--- config.mk ---
export PLATFORM = sky130hd
export DESIGN_NAME = sigma_bridge_driver
export DESIGN_NICKNAME = d
export VERILOG_FILES = /design/src/rtl/hybrid_ctrl_pkg.sv /design/src/rtl/sat_counter.sv /design/src/rtl/sigma_bridge_driver.sv
export SDC_FILE = /design/constraint.sdc
export NUM_CORES = 1
export LEC_CHECK = 0
export ABC_AREA = 0
export BUFFER_PORTS_ARGS = -buffer_cell sky130_fd_sc_hd__buf_2
export CAP_MARGIN = 20
export CORE_MARGIN = 2
export CORE_UTILIZATION = 54
export CTS_BUF_LIST = sky130_fd_sc_hd__clkbuf_4
export CTS_CLUSTER_SIZE = 24
export DETAILED_ROUTE_END_ITERATION = 10
export PLACE_DENSITY = 0.78
export SETUP_SLACK_MARGIN = 0.4
export SLEW_MARGIN = 15
export SYNTH_ARGS = -nofsm -noshare
export SYNTH_HDL_FRONTEND = slang
export SYNTH_SLANG_ARGS = --single-unit
export TNS_END_PERCENT = 10
--- constraint.sdc ---
create_clock -name i_clock -period 2.5 [get_ports i_clock]
set_clock_uncertainty 0.1 [all_clocks]
set_input_delay 0.125 -clock i_clock [delete_from_list [all_inputs] [get_ports i_clock]]
set_output_delay 0.125 -clock i_clock [all_outputs]
set_load 0.02 [all_outputs]
--- src/rtl/hybrid_ctrl_pkg.sv ---
// Shared definitions for the hybrid-controller bridge driver: FSM encoding,
// gate patterns and default widths.
package hybrid_ctrl_pkg;

    localparam int unsigned DT_W_DEF = 8;
    localparam int unsigned DW_W_DEF = 16;
    localparam int unsigned GATE_W   = 4;

    typedef enum logic [1:0] {
        ST_OFF  = 2'd0,
        ST_DEAD = 2'd1,
        ST_ON_P = 2'd2,
        ST_ON_N = 2'd3
    } state_e;

    // Gate drive order is {Q4,Q3,Q2,Q1}
    localparam logic [GATE_W-1:0] GATE_OFF = 4'b0000;
    localparam logic [GATE_W-1:0] GATE_P   = 4'b1001;
    localparam logic [GATE_W-1:0] GATE_N   = 4'b0110;

    typedef struct packed {
        logic [GATE_W-1:0] gate;
        logic              dead;
    } bridge_out_t;

    function automatic logic [GATE_W-1:0] gate_for(input state_e st);
        logic [GATE_W-1:0] g;
        g = GATE_OFF;
        unique case (st)
            ST_ON_P: g = GATE_P;
            ST_ON_N: g = GATE_N;
            default: g = GATE_OFF;
        endcase
        return g;
    endfunction

endpackage

--- src/rtl/sat_counter.sv ---
// Up-counter with synchronous clear and saturation at all-ones.
module sat_counter
    import hybrid_ctrl_pkg::*;
#(
    parameter int unsigned W = DW_W_DEF
) (
    input  logic         clk,
    input  logic         rst_n,
    input  logic         i_clr,
    input  logic         i_en,
    output logic [W-1:0] o_count
);

    logic [W-1:0] cnt_q;
    logic [W-1:0] cnt_d;

    always_comb begin
        cnt_d = cnt_q;
        if (i_clr) begin
            cnt_d = '0;
        end else if (i_en && (cnt_q != {W{1'b1}})) begin
            cnt_d = cnt_q + W'(1);
        end
    end

    always_ff @(posedge clk or negedge rst_n) begin
        if (!rst_n) begin
            cnt_q <= '0;
        end else begin
            cnt_q <= cnt_d;
        end
    end

    assign o_count = cnt_q;

endmodule

--- src/rtl/sigma_bridge_driver.sv ---
// H-bridge gate driver: turns the controller's switching variable into
// non-overlapping leg-pair drives with dead time and minimum dwell.
module sigma_bridge_driver
    import hybrid_ctrl_pkg::*;
#(
    parameter int unsigned DT_W = DT_W_DEF,
    parameter int unsigned DW_W = DW_W_DEF
) (
    input  logic              i_clock,
    input  logic              i_RESET,
    input  logic              i_enable,
    input  logic              i_sigma,
    input  logic [DT_W-1:0]   i_deadtime,
    input  logic [DW_W-1:0]   i_min_dwell,
    output logic [GATE_W-1:0] o_gate,
    output logic              o_sigma_applied,
    output logic              o_dead,
    output logic [DW_W-1:0]   o_sw_count
);

    state_e            state_q, state_d;
    logic              sigma_q, sigma_d;
    logic              arm_q, arm_d;
    logic              target_q, target_d;
    logic              pol_q, pol_d;
    logic              from_off_q, from_off_d;
    logic [DT_W-1:0]   dt_lim_q, dt_lim_d;
    logic [DW_W-1:0]   min_dw_q, min_dw_d;
    logic [DW_W-1:0]   sw_cnt_q, sw_cnt_d;
    bridge_out_t       out_q, out_d;

    logic [DT_W-1:0]   dead_cnt;
    logic [DW_W-1:0]   dwell_cnt;
    logic [DT_W-1:0]   dt_load;
    logic              dead_done;
    logic              dwell_met;
    logic              cur_pol;

    sat_counter #(.W(DT_W)) u_dead_cnt (
        .clk     (i_clock),
        .rst_n   (i_RESET),
        .i_clr   (state_q != ST_DEAD),
        .i_en    (state_q == ST_DEAD),
        .o_count (dead_cnt)
    );

    sat_counter #(.W(DW_W)) u_dwell_cnt (
        .clk     (i_clock),
        .rst_n   (i_RESET),
        .i_clr   ((state_q != ST_ON_P) && (state_q != ST_ON_N)),
        .i_en    ((state_q == ST_ON_P) || (state_q == ST_ON_N)),
        .o_count (dwell_cnt)
    );

    // A zero dead time still gets one gates-off cycle
    assign dt_load   = (i_deadtime == '0) ? DT_W'(1) : i_deadtime;
    assign dead_done = (dead_cnt >= (dt_lim_q - DT_W'(1)));
    assign dwell_met = (dwell_cnt >= min_dw_q);
    assign cur_pol   = (state_q == ST_ON_P);

    always_comb begin
        sigma_d    = i_sigma;
        arm_d      = 1'b1;
        state_d    = state_q;
        target_d   = target_q;
        pol_d      = pol_q;
        from_off_d = from_off_q;
        dt_lim_d   = dt_lim_q;
        min_dw_d   = min_dw_q;
        sw_cnt_d   = sw_cnt_q;

        // The first edge after reset release only arms the FSM
        if (!arm_q || !i_enable) begin
            state_d = ST_OFF;
        end else begin
            unique case (state_q)
                ST_OFF: begin
                    state_d    = ST_DEAD;
                    target_d   = sigma_q;
                    from_off_d = 1'b1;
                    dt_lim_d   = dt_load;
                end
                ST_DEAD: begin
                    if (dead_done) begin
                        state_d    = target_q ? ST_ON_P : ST_ON_N;
                        pol_d      = target_q;
                        from_off_d = 1'b0;
                        min_dw_d   = i_min_dwell;
                        if (!from_off_q && (target_q != pol_q)) begin
                            sw_cnt_d = sw_cnt_q + DW_W'(1);
                        end
                    end
                end
                ST_ON_P, ST_ON_N: begin
                    // Held-off requests simply keep re-evaluating until dwell is met
                    if ((sigma_q != cur_pol) && dwell_met) begin
                        state_d  = ST_DEAD;
                        target_d = sigma_q;
                        dt_lim_d = dt_load;
                    end
                end
                default: state_d = ST_OFF;
            endcase
        end

        out_d.gate = gate_for(state_d);
        out_d.dead = (state_d == ST_OFF) || (state_d == ST_DEAD);
    end

    always_ff @(posedge i_clock or negedge i_RESET) begin
        if (!i_RESET) begin
            state_q    <= ST_OFF;
            sigma_q    <= 1'b1;
            arm_q      <= 1'b0;
            target_q   <= 1'b1;
            pol_q      <= 1'b1;
            from_off_q <= 1'b0;
            dt_lim_q   <= '0;
            min_dw_q   <= '0;
            sw_cnt_q   <= '0;
            out_q.gate <= GATE_OFF;
            out_q.dead <= 1'b1;
        end else begin
            state_q    <= state_d;
            sigma_q    <= sigma_d;
            arm_q      <= arm_d;
            target_q   <= target_d;
            pol_q      <= pol_d;
            from_off_q <= from_off_d;
            dt_lim_q   <= dt_lim_d;
            min_dw_q   <= min_dw_d;
            sw_cnt_q   <= sw_cnt_d;
            out_q      <= out_d;
        end
    end

    assign o_gate          = out_q.gate;
    assign o_dead          = out_q.dead;
    assign o_sigma_applied = pol_q;
    assign o_sw_count      = sw_cnt_q;

endmodule

# Word level (Yosys, flattened, before mapping)
# Index checks and enable logic that the tools add are counted.
[totals]
output_inout_bits = 22
word_cells = 75
inputBits = 28
regBits = 76
[op_classes]
add_sub_neg = 4
n_mux = 17
bitwise = 1
magnitude_cmp = 2
eq_ne = 15
reduce_logical = 23
[ops]
columns = ["op", "n"]
rows = [
  ["adder 16 x 1 -> 16 bit, second input constant", 2],
  ["two-way mux 16 bit", 2],
  ["two-way mux 8 bit", 4],
  [">= comparator 16 bit", 1],
  ["inequality test 16 bit, second input constant", 1],
  ["one-hot mux 8 bit (2 select lines)", 1],
  ["AND reduction 3 bit", 3],
  ["adder 8 x 1 -> 8 bit, second input constant", 1],
  ["== test 2 bit, second input constant", 4],
  [">= comparator 8 bit", 1],
  ["zero test 8 bit", 1],
  ["inequality test 2 bit, second input constant", 4],
  ["inequality test 8 bit, second input constant", 1],
  ["one-hot mux 4 bit (2 select lines)", 1],
  ["nonzero test 2 bit", 4],
  ["subtractor 8 x 1 -> 8 bit, second input constant", 1],
  ["two-way mux 2 bit", 3],
  ["one-hot mux 2 bit (3 select lines)", 1],
  ["logical AND 1 bit", 5],
  ["== test 2 x 1 -> 1 bit, second input constant", 2],
  ["zero test 2 bit", 2],
  ["one-hot mux 1 bit (2 select lines)", 2],
  ["AND reduction 4 bit", 1],
  ["zero test 1 bit", 3],
  ["other kinds (6)", 11],
]

# Logic depth before layout (Yosys ltp)
# Gate-level depths: netlist of the first run.
[depth]
word_depth = 8
mapped_depth = 12
mapped_depth_nobuf = 11

# By module
# A second synthesis of the first run with hierarchy kept.
[hier_totals]
cells_unflattened = 405
area_unflattened_um2 = 4225.3
[modules_own_cells]
columns = ["module", "cells_each", "instances", "seq_area_each_um2", "area_per_inst_um2"]
rows = [
  ["sigma_bridge_driver", 258, 1, 1256.2, 2819.0],
  ["sat_counter at u_dwell_cnt", 98, 1, 400.4, 942.2],
  ["sat_counter at u_dead_cnt", 49, 1, 200.2, 464.2],
]

# Worst setup path before layout of the first run
# Ideal clock, no wire load.
[synth_path]
path_type = "flip-flop to flip-flop"
start = "register dt_lim_q[3]"
end = "register min_dw_q[10]"
required_ns = 2.275
setup_ns = 0.125
path_slack_ns = -0.124
arrival_ns = 2.399
period_less_slack_ns = 2.624
stages_incl_launch_ff = 11
path_buffers = 1
path_cell_list = "dfrtp_1 nor4_1 nand2_1 xor2_1 ha_1 a21oi_1 nand2_1 a211o_1 nand3_4 buf_6 mux2_2"
[synth_between]
elab_chain_len = 3
[synth_rtl]
columns = ["element", "line", "text"]
rows = [
  ["start: declaration", "sigma_bridge_driver.sv:27", "logic [DT_W-1:0] dt_lim_q, dt_lim_d;"],
  ["start signal: assignment", "sigma_bridge_driver.sv:130", "dt_lim_q <= dt_lim_d;"],
  ["subtractor 8 x 1 -> 8 bit", "sigma_bridge_driver.sv:57", "assign dead_done = (dead_cnt >= (dt_lim_q - DT_W'(1)));"],
  [">= comparator 8 bit", "sigma_bridge_driver.sv:57", ""],
  ["AND reduction 3 bit (no source line)", "--", ""],
  ["end signal: assignment", "sigma_bridge_driver.sv:131", "min_dw_q <= min_dw_d;"],
  ["end: declaration", "sigma_bridge_driver.sv:28", "logic [DW_W-1:0] min_dw_q, min_dw_d;"],
]
# Every way passes these cells.
# A chain may end at the register's enable or synchronous reset.

# Worst setup path in the final report of the first run
[layout_path]
start = "register dt_lim_q[4]"
end = "register min_dw_q[15]"
# Same word-level chain as after synthesis.

==> reports/metrics.cfg, run 1 <==
[floorplanning]
rows = 31
core_mm2 = 0.00721
io_pins = 50
fp.dieH_um = 90.0
die_x_um = 90.0
start_util_pct = 55.4
dieArea_mm2 = 0.00811

[yosys]
synth.top_cells.by_area = dfrtp_1 44%, ha_1 8.8%, xnor2_1 5.0%
synth_nets = 430
yosys_most_used_dff = dfrtp_1
synth_seq_cells = 74
synth-async-reset-ratio_pct = 100
avgSynthCellArea_um2 = 10.7
netlist.area_leader.share_pct = 43.8
synth_top_area_cell = dfrtp_1
synth.distinct_cells = 46
synth_edf_count = 0
yosysWarnings = 0
synth-seq-area-share_pct = 46.4
syn_area_mm2 = 0.00400
synthCells = 374

[final_layout]
layout.nets = 542
layout-drive-gt1-share_pct = 30.5
final_area_mm2 = 0.00520
num_antenna_cells = 0
syn2layout_area_growth_pct = 30.1
layout.cells.non_filler = 590
final_util_pct = 72.1

[placed_design]
dp.cells = 538
port_buffers = 49
dpl.hpwl_um = 5670
placed_cell_area_mm2 = 0.00451
gp_congestion = 0.828
dp_slack_ps = -116

[timing]
fmax_mhz = 376
period_share_pct = 107
hold_viol = 0
min_period_ps = 2660
worstMarginPinSlew_ps = 844
drv_slew = 0
layout_setup_ws_ps = -163
slew_headroom_pct = 43.5
rsz0062_at_grt = true
finalSetupViolCount = 40
fin_setup_tns_ps = -3690

[pwr]
power_switching_uw = 788
peakVddDrop_mv = 0.316
swShare_pct = 27.6
internal_power_mw = 2.07
power_frac_seq_pct = 46.5
p_leak_nw = 2.54
p_per_area_mw_per_mm2 = 548
pwr-share-clk_pct = 29.6
comb_power_share_pct = 23.9

[critical_path]
crit_arrival_ps = 2880
crit_chain = nor4_2, nand2_1, xor2_1, ha_1, a21oi_2, nand2_2, a211o_4, nand3_4, mux2_4
cp_slowest_cell = dfrtp_1
crit_fanout = 8
end_kind = flip-flop
max_stage_delay_ps = 410
rr_startpoint = dt_lim_q[4]
r2r_slack_ps = -160
r2r_end = min_dw_q[15]
crit_type = flip-flop to flip-flop
crit_path_start_kind = flip-flop
critPathRequiredTime_ps = 2720
ff2ff_path_depth = 9

[min_path]
holdCritPathClass = input port to async pin

[cts]
cts_buffer_depth = 2
cts_sinks = 74
clkTransAtPathRegs_ps = 130
ctsHtreeMaxLevel = 3
clockRootBuffer = clkbuf_4
clk-insertion-delay-late_ps = 430
cts_buffers = 9
cts_tree = built

[global_route]
antenna_found_initial = 0
track_usage_pct = 21.6
grt_overflow_total = 0
grt_max_degree = 31
grt_pass1_wl_um = 14200
grt_pass1_vias = 3117

[routing]
wl_um = 8740
drc_errors = 0
drt_first_pass_iters = 4
wl_per_cell_um = 14.8
ant_nets = 0
drt_iter0_drc = 210
viasPerCell = 5.45
vias = 3216

[run_status]
failed_checks = setup timing
status = finished with violations

[run]
drv_cap = 0

-- per-stage QoR --
stage	power, mW	hold slack (ps)
after floorplan	1.67	-271
after global placement	1.87	90.8
after detailed placement	1.89	99.7
after CTS	2.82	165
after global routing	3.00	182
final	2.85	163
-- power groups by stage --
| stage | clock (mW) | sequential, mW | combinational, mW |
|---|---|---|---|
| after CTS | 0.866 | 1.32 | 0.628 |
| final | 0.846 | 1.33 | 0.681 |
| after global placement | 0 | 1.34 | 0.525 |
| after detailed placement | 0 | 1.35 | 0.541 |
| after global routing | 0.920 | 1.34 | 0.745 |
| after floorplan | 0 | 1.34 | 0.333 |
-- cell usage after synthesis, drive strengths merged (4+ instances only) --
| master | n |
|---|---|
| dfstp | 4 |
| and3 | 9 |
| nand3 | 16 |
| ha | 28 |
| nor4 | 6 |
| and2 | 6 |
| inv | 23 |
| buf | 6 |
| xor2 | 12 |
| nor2 | 25 |
| mux2i | 4 |
| nand2 | 29 |
| o21ai | 9 |
| nand4 | 14 |
| a31oi | 10 |
| xnor2 | 23 |
| mux2 | 24 |
| dfrtp | 70 |
| a211oi | 5 |
| a21oi | 10 |
| nor3 | 11 |
-- sequential cells by signal, indices dropped and copies added (netlist names), 2 cells and up --
register             count
min_dw_q                16
o_gate                   2
dt_lim_q                 8
u_dwell_cnt.o_count     16
o_sw_count              16
u_dead_cnt.o_count       8
state_q                  2
-- layout make-up --
type / count / area (um^2)
Multi-Input combinational cell: 270 / 2180
Fill cell: 503 / 2010
Sequential cell: 74 / 1860
Timing Repair Buffer: 108 / 791
Tap cell: 99 / 124
Clock inverter: 7 / 93.8
Inverter: 23 / 86.3
Clock buffer: 9 / 67.6
-- kinds of logic (layout without fill, tap and decap cells) --
logic type	count (synthesis)	after routing	share of synthesized area (%)
compound gates	48	48	8.11
xor+xnor	35	35	7.67
fa+ha+maj	28	28	8.76
buf+inv	32	147	3.79
flops	74	74	46.4
mux	28	28	8.51
other cells	1	1	0.0938
simple gates	128	130	16.6
-- worst max-delay path by stage --
stage	from	endpoint	slack [ps]	depth (start not counted)
finish	dt_lim_q[4]	min_dw_q[15]	-160	9
global route	dt_lim_q[4]	o_sw_count[7]	-260	11
CTS	dt_lim_q[5]	min_dw_q[11]	-110	9
floorplan	dt_lim_q[5]	min_dw_q[10]	-70	10
detailed placement	dt_lim_q[5]	min_dw_q[9]	-120	9
global placement	dt_lim_q[5]	min_dw_q[12]	-50	9
-- layout by cell type, fill, tap and decap left out, types with 3 or more instances in the layout --
master         Yosys  layout
a211oi_1           4       4
a21o_1             3       3
a21oi_1           10       9
a31oi_1           10       9
and2_1             6       6
and3_1             9       9
buf_2              1      49
buf_4              2      27
clkbuf_4           0       9
dfrtp_1           70      70
dfstp_2            4       4
dlygate4sd3_1      0      28
ha_1              28      27
inv_1             23      22
mux2_4             8      24
mux2i_1            4       4
nand2_1           29      28
nand3_1           15      14
nand3_4            1       3
nand4_1           13      13
nor2_1            25      25
nor3_1            11       9
nor4_2             0       4
o21ai_0            9       9
o31ai_1            3       3
or2_2              3       3
xnor2_1           23      23
xor2_1            12      12
-- critical path: cells and delay by family (launching register included) --
family	cells	cell delay, ps
and+or+nand+nor	4	670
AOI/OAI and AO/OA	2	550
DFF	1	410
adders and majority gates	1	360
muxes	1	320
xor gates and xnor gates	1	150
-- metal layers --
layer  track usage (%)  vias to the layer above  part of all wire, %
met5                 0                        -                    0
met2              34.0                       78                   48
met4              7.95                        0                  1.8
li1                  -                     1554                    -
met1              29.6                     1568                   47
met3              4.78                       16                  3.4
-- timing repair --
action	in CTS	in global routing
endpoints found under the setup margin	48	48
resized for setup	19	20
buffers inserted	2	4
cloned	2	0
hold buffers	28	0
pin swaps	5	21
endpoints found under the hold margin	53	0
(Power assumes the default switching activity.)
==> run 2, diff against run 1 <==
clock period = 2.3 ns   (was 2.5 ns; I/O delays follow)
==> run 2 against run 1 <==
The flow still finishes with violations (setup timing). Fmax up 0.23%. Non-clock buffer count up 6. Largest cell class unchanged. Design area up 4.3%. Register-to-register slack worse by 190 ps. Critical endpoint is now min_dw_q[5]. Largest power group unchanged. Critical path type unchanged.
==> reports/metrics.cfg, run 2 (synthesis gave the netlist of run 1 again) <==
[run_status]
status = finished with violations
failed_checks = setup timing

[critical_path]
r2r_end = min_dw_q[5]
cp_slowest_cell = dfrtp_1
crit_path_start_kind = flip-flop
rr_startpoint = dt_lim_q[5]
crit_fanout = 8  ; unchanged
r2r_slack_ps = -360  ; -190 ps
crit_arrival_ps = 2880  ; about the same
end_kind = flip-flop
path_buf_inv = 0  ; unchanged
max_stage_delay_ps = 410  ; about the same
critPathRequiredTime_ps = 2530  ; -190 ps
crit_chain = nor4_2, nand2_1, xor2_1, ha_1, a21oi_2, nand2_2, a211o_4, nand3_4, mux2_4
crit_family = simple AND/OR/NAND/NOR gates
crit_type = flip-flop to flip-flop
ff2ff_path_depth = 9  ; unchanged

[routing]
drt_iter0_drc = 304  ; +45%
wl_per_cell_um = 16.4  ; +10%
wl_um = 9750  ; +12%
vias = 3296  ; +2.5%
viasPerCell = 5.53  ; +1.5%
drc_errors = 0  ; unchanged
drt_first_pass_iters = 4  ; unchanged
ant_nets = 0  ; unchanged

[global_route]
grt_max_degree = 36  ; +16%
track_usage_pct = 24.0  ; +2.4 points
grt_pass1_vias = 3340  ; +7.2%
grt_pass1_wl_um = 15700  ; +10%
grt_overflow_total = 0  ; unchanged
antenna_found_initial = 0  ; unchanged

[timing]
fin_setup_tns_ps = -13120  ; -9420 ps
fmax_mhz = 376  ; +0.23%
slew_headroom_pct = 45.4  ; +1.8 points
drv_slew = 0  ; unchanged
rsz0062_at_grt = true
min_period_ps = 2660  ; -6.14 ps
hold_viol = 0  ; unchanged
layout_setup_ws_ps = -357  ; -194 ps
finalSetupViolCount = 48  ; +20%
period_share_pct = 116  ; +9.0 points
worstMarginPinSlew_ps = 817  ; -27.4 ps
holdWs_ps = 41.5  ; -122 ps

[final_layout]
layout-drive-gt1-share_pct = 35.2  ; +4.7 points
final_common_cell = dfrtp_1
num_antenna_cells = 0  ; unchanged
mostFrequentLayoutCells = 69 x dfrtp_1, 49 x buf_2, 34 x buf_4
final_util_pct = 75.2  ; +3.1 points
layout.nets = 548  ; +1.1%
syn2layout_area_growth_pct = 35.8

[cts]
cts_buffer_depth = 2  ; unchanged
ctsHtreeMaxLevel = 3  ; unchanged
clockRootBuffer = clkbuf_4
cts_tree = built
cts_buffers = 9  ; unchanged
clk-insertion-delay-late_ps = 440  ; about the same
cts_sinks = 74  ; unchanged
clkTransAtPathRegs_ps = 130  ; about the same

[placed_design]
gp_congestion = 0.850  ; +2.7%
dpl.hpwl_um = 5820  ; +2.7%
dp_slack_ps = -317  ; -201 ps
port_buffers = 49  ; unchanged

[floorplanning]
core_mm2 = 0.00721  ; unchanged
die_x_um = 90.0  ; unchanged
rows = 31  ; unchanged
start_util_pct = 55.4  ; unchanged
io_pins = 50  ; unchanged
fp.dieH_um = 90.0  ; unchanged
dieArea_mm2 = 0.00811  ; unchanged

[pwr]
p_leak_nw = 2.63  ; +3.6%
internal_power_mw = 2.39  ; +16%
peakVddDrop_mv = 0.405  ; +28%
p_per_area_mw_per_mm2 = 608  ; +11%
comb_power_share_pct = 24.6  ; +0.7 points
power_frac_seq_pct = 43.8  ; -2.7 points
swShare_pct = 27.5  ; -0.083 points
pwr-share-clk_pct = 31.7  ; +2.1 points
power_switching_uw = 909  ; +15%
finalPower_mw = 3.30  ; +16%

[run]
drv_cap = 0  ; unchanged

[min_path]
holdPathEnd = state_q[0]
holdCritPathClass = input port to flip-flop
hold_depth = 3
min_from = i_enable

-- run 2: cell types whose count changed in the layout (fill, tap and decap cells not counted), moves of 2 or more --
cell,before,now
nor3_1,9,7
a211oi_1,4,2
buf_4,27,34
nor4_1,1,3
a31oi_4,0,2
nand3_1,14,12
inv_2,1,3
inv_1,22,20
ha_1,27,22
a211oi_2,1,3
nor4_2,4,1
ha_4,0,5
nand3_2,1,3
-- run 2: final cells by class --
type	instances	area, um^2
Multi-Input combinational cell	270	2340
Sequential cell	74	1860
Fill cell	490	1790
Timing Repair Buffer	114	833
Tap cell	99	124
Clock inverter	7	118
Inverter	23	86.3
Clock buffer	9	67.6
-- run 2: worst max path at each step --
stage	slack (ps)	cells past startpoint	endpoint	from
CTS	-280	9	min_dw_q[5]	dt_lim_q[3]
global placement	-260	9	min_dw_q[12]	dt_lim_q[5]
global route	-430	9	min_dw_q[2]	dt_lim_q[4]
finish	-360	9	min_dw_q[5]	dt_lim_q[5]
detailed placement	-320	9	min_dw_q[4]	dt_lim_q[5]
floorplan	-270	10	min_dw_q[10]	dt_lim_q[5]
-- run 2: repair_timing --
item,4_1_cts,5_1_grt
gates cloned,2,0
gates resized for setup,41,22
hold buffers,27,0
setup buffers,5,3
endpoints found under the setup margin,49,59
pin swaps,19,12
hold endpoints to repair,64,0
-- run 2: tightest hold or removal path: stages --
cell	delay, ps
buf_2	120
nand2_1	230
a211oi_2	70
-- run 2: stage by stage --
step           cell area (um^2)  instances
6_report                   5430        596
4_1_cts                    5290        593
5_1_grt                    5430        596
2_1_floorplan              4000        374
3_5_place_dp               4560        543
3_3_place_gp               4560        543
-- run 2: power by group through the flow --
stage / registers, mW / logic [mW] / clock network, mW
3_3_place_gp: 1.46 / 0.583 / 0
3_5_place_dp: 1.47 / 0.604 / 0
6_report: 1.44 / 0.811 / 1.04
2_1_floorplan: 1.46 / 0.362 / 0
5_1_grt: 1.45 / 0.887 / 1.11
4_1_cts: 1.44 / 0.778 / 1.05
-- run 2: routing by layer --
layer	vias to the layer above	global-route usage [%]	part of all wire [%]
li1	1579	-	-
met1	1577	30.9	43
met2	113	39.6	49
met3	27	4.27	4.6
met4	0	10.8	3.0
met5	-	0	0
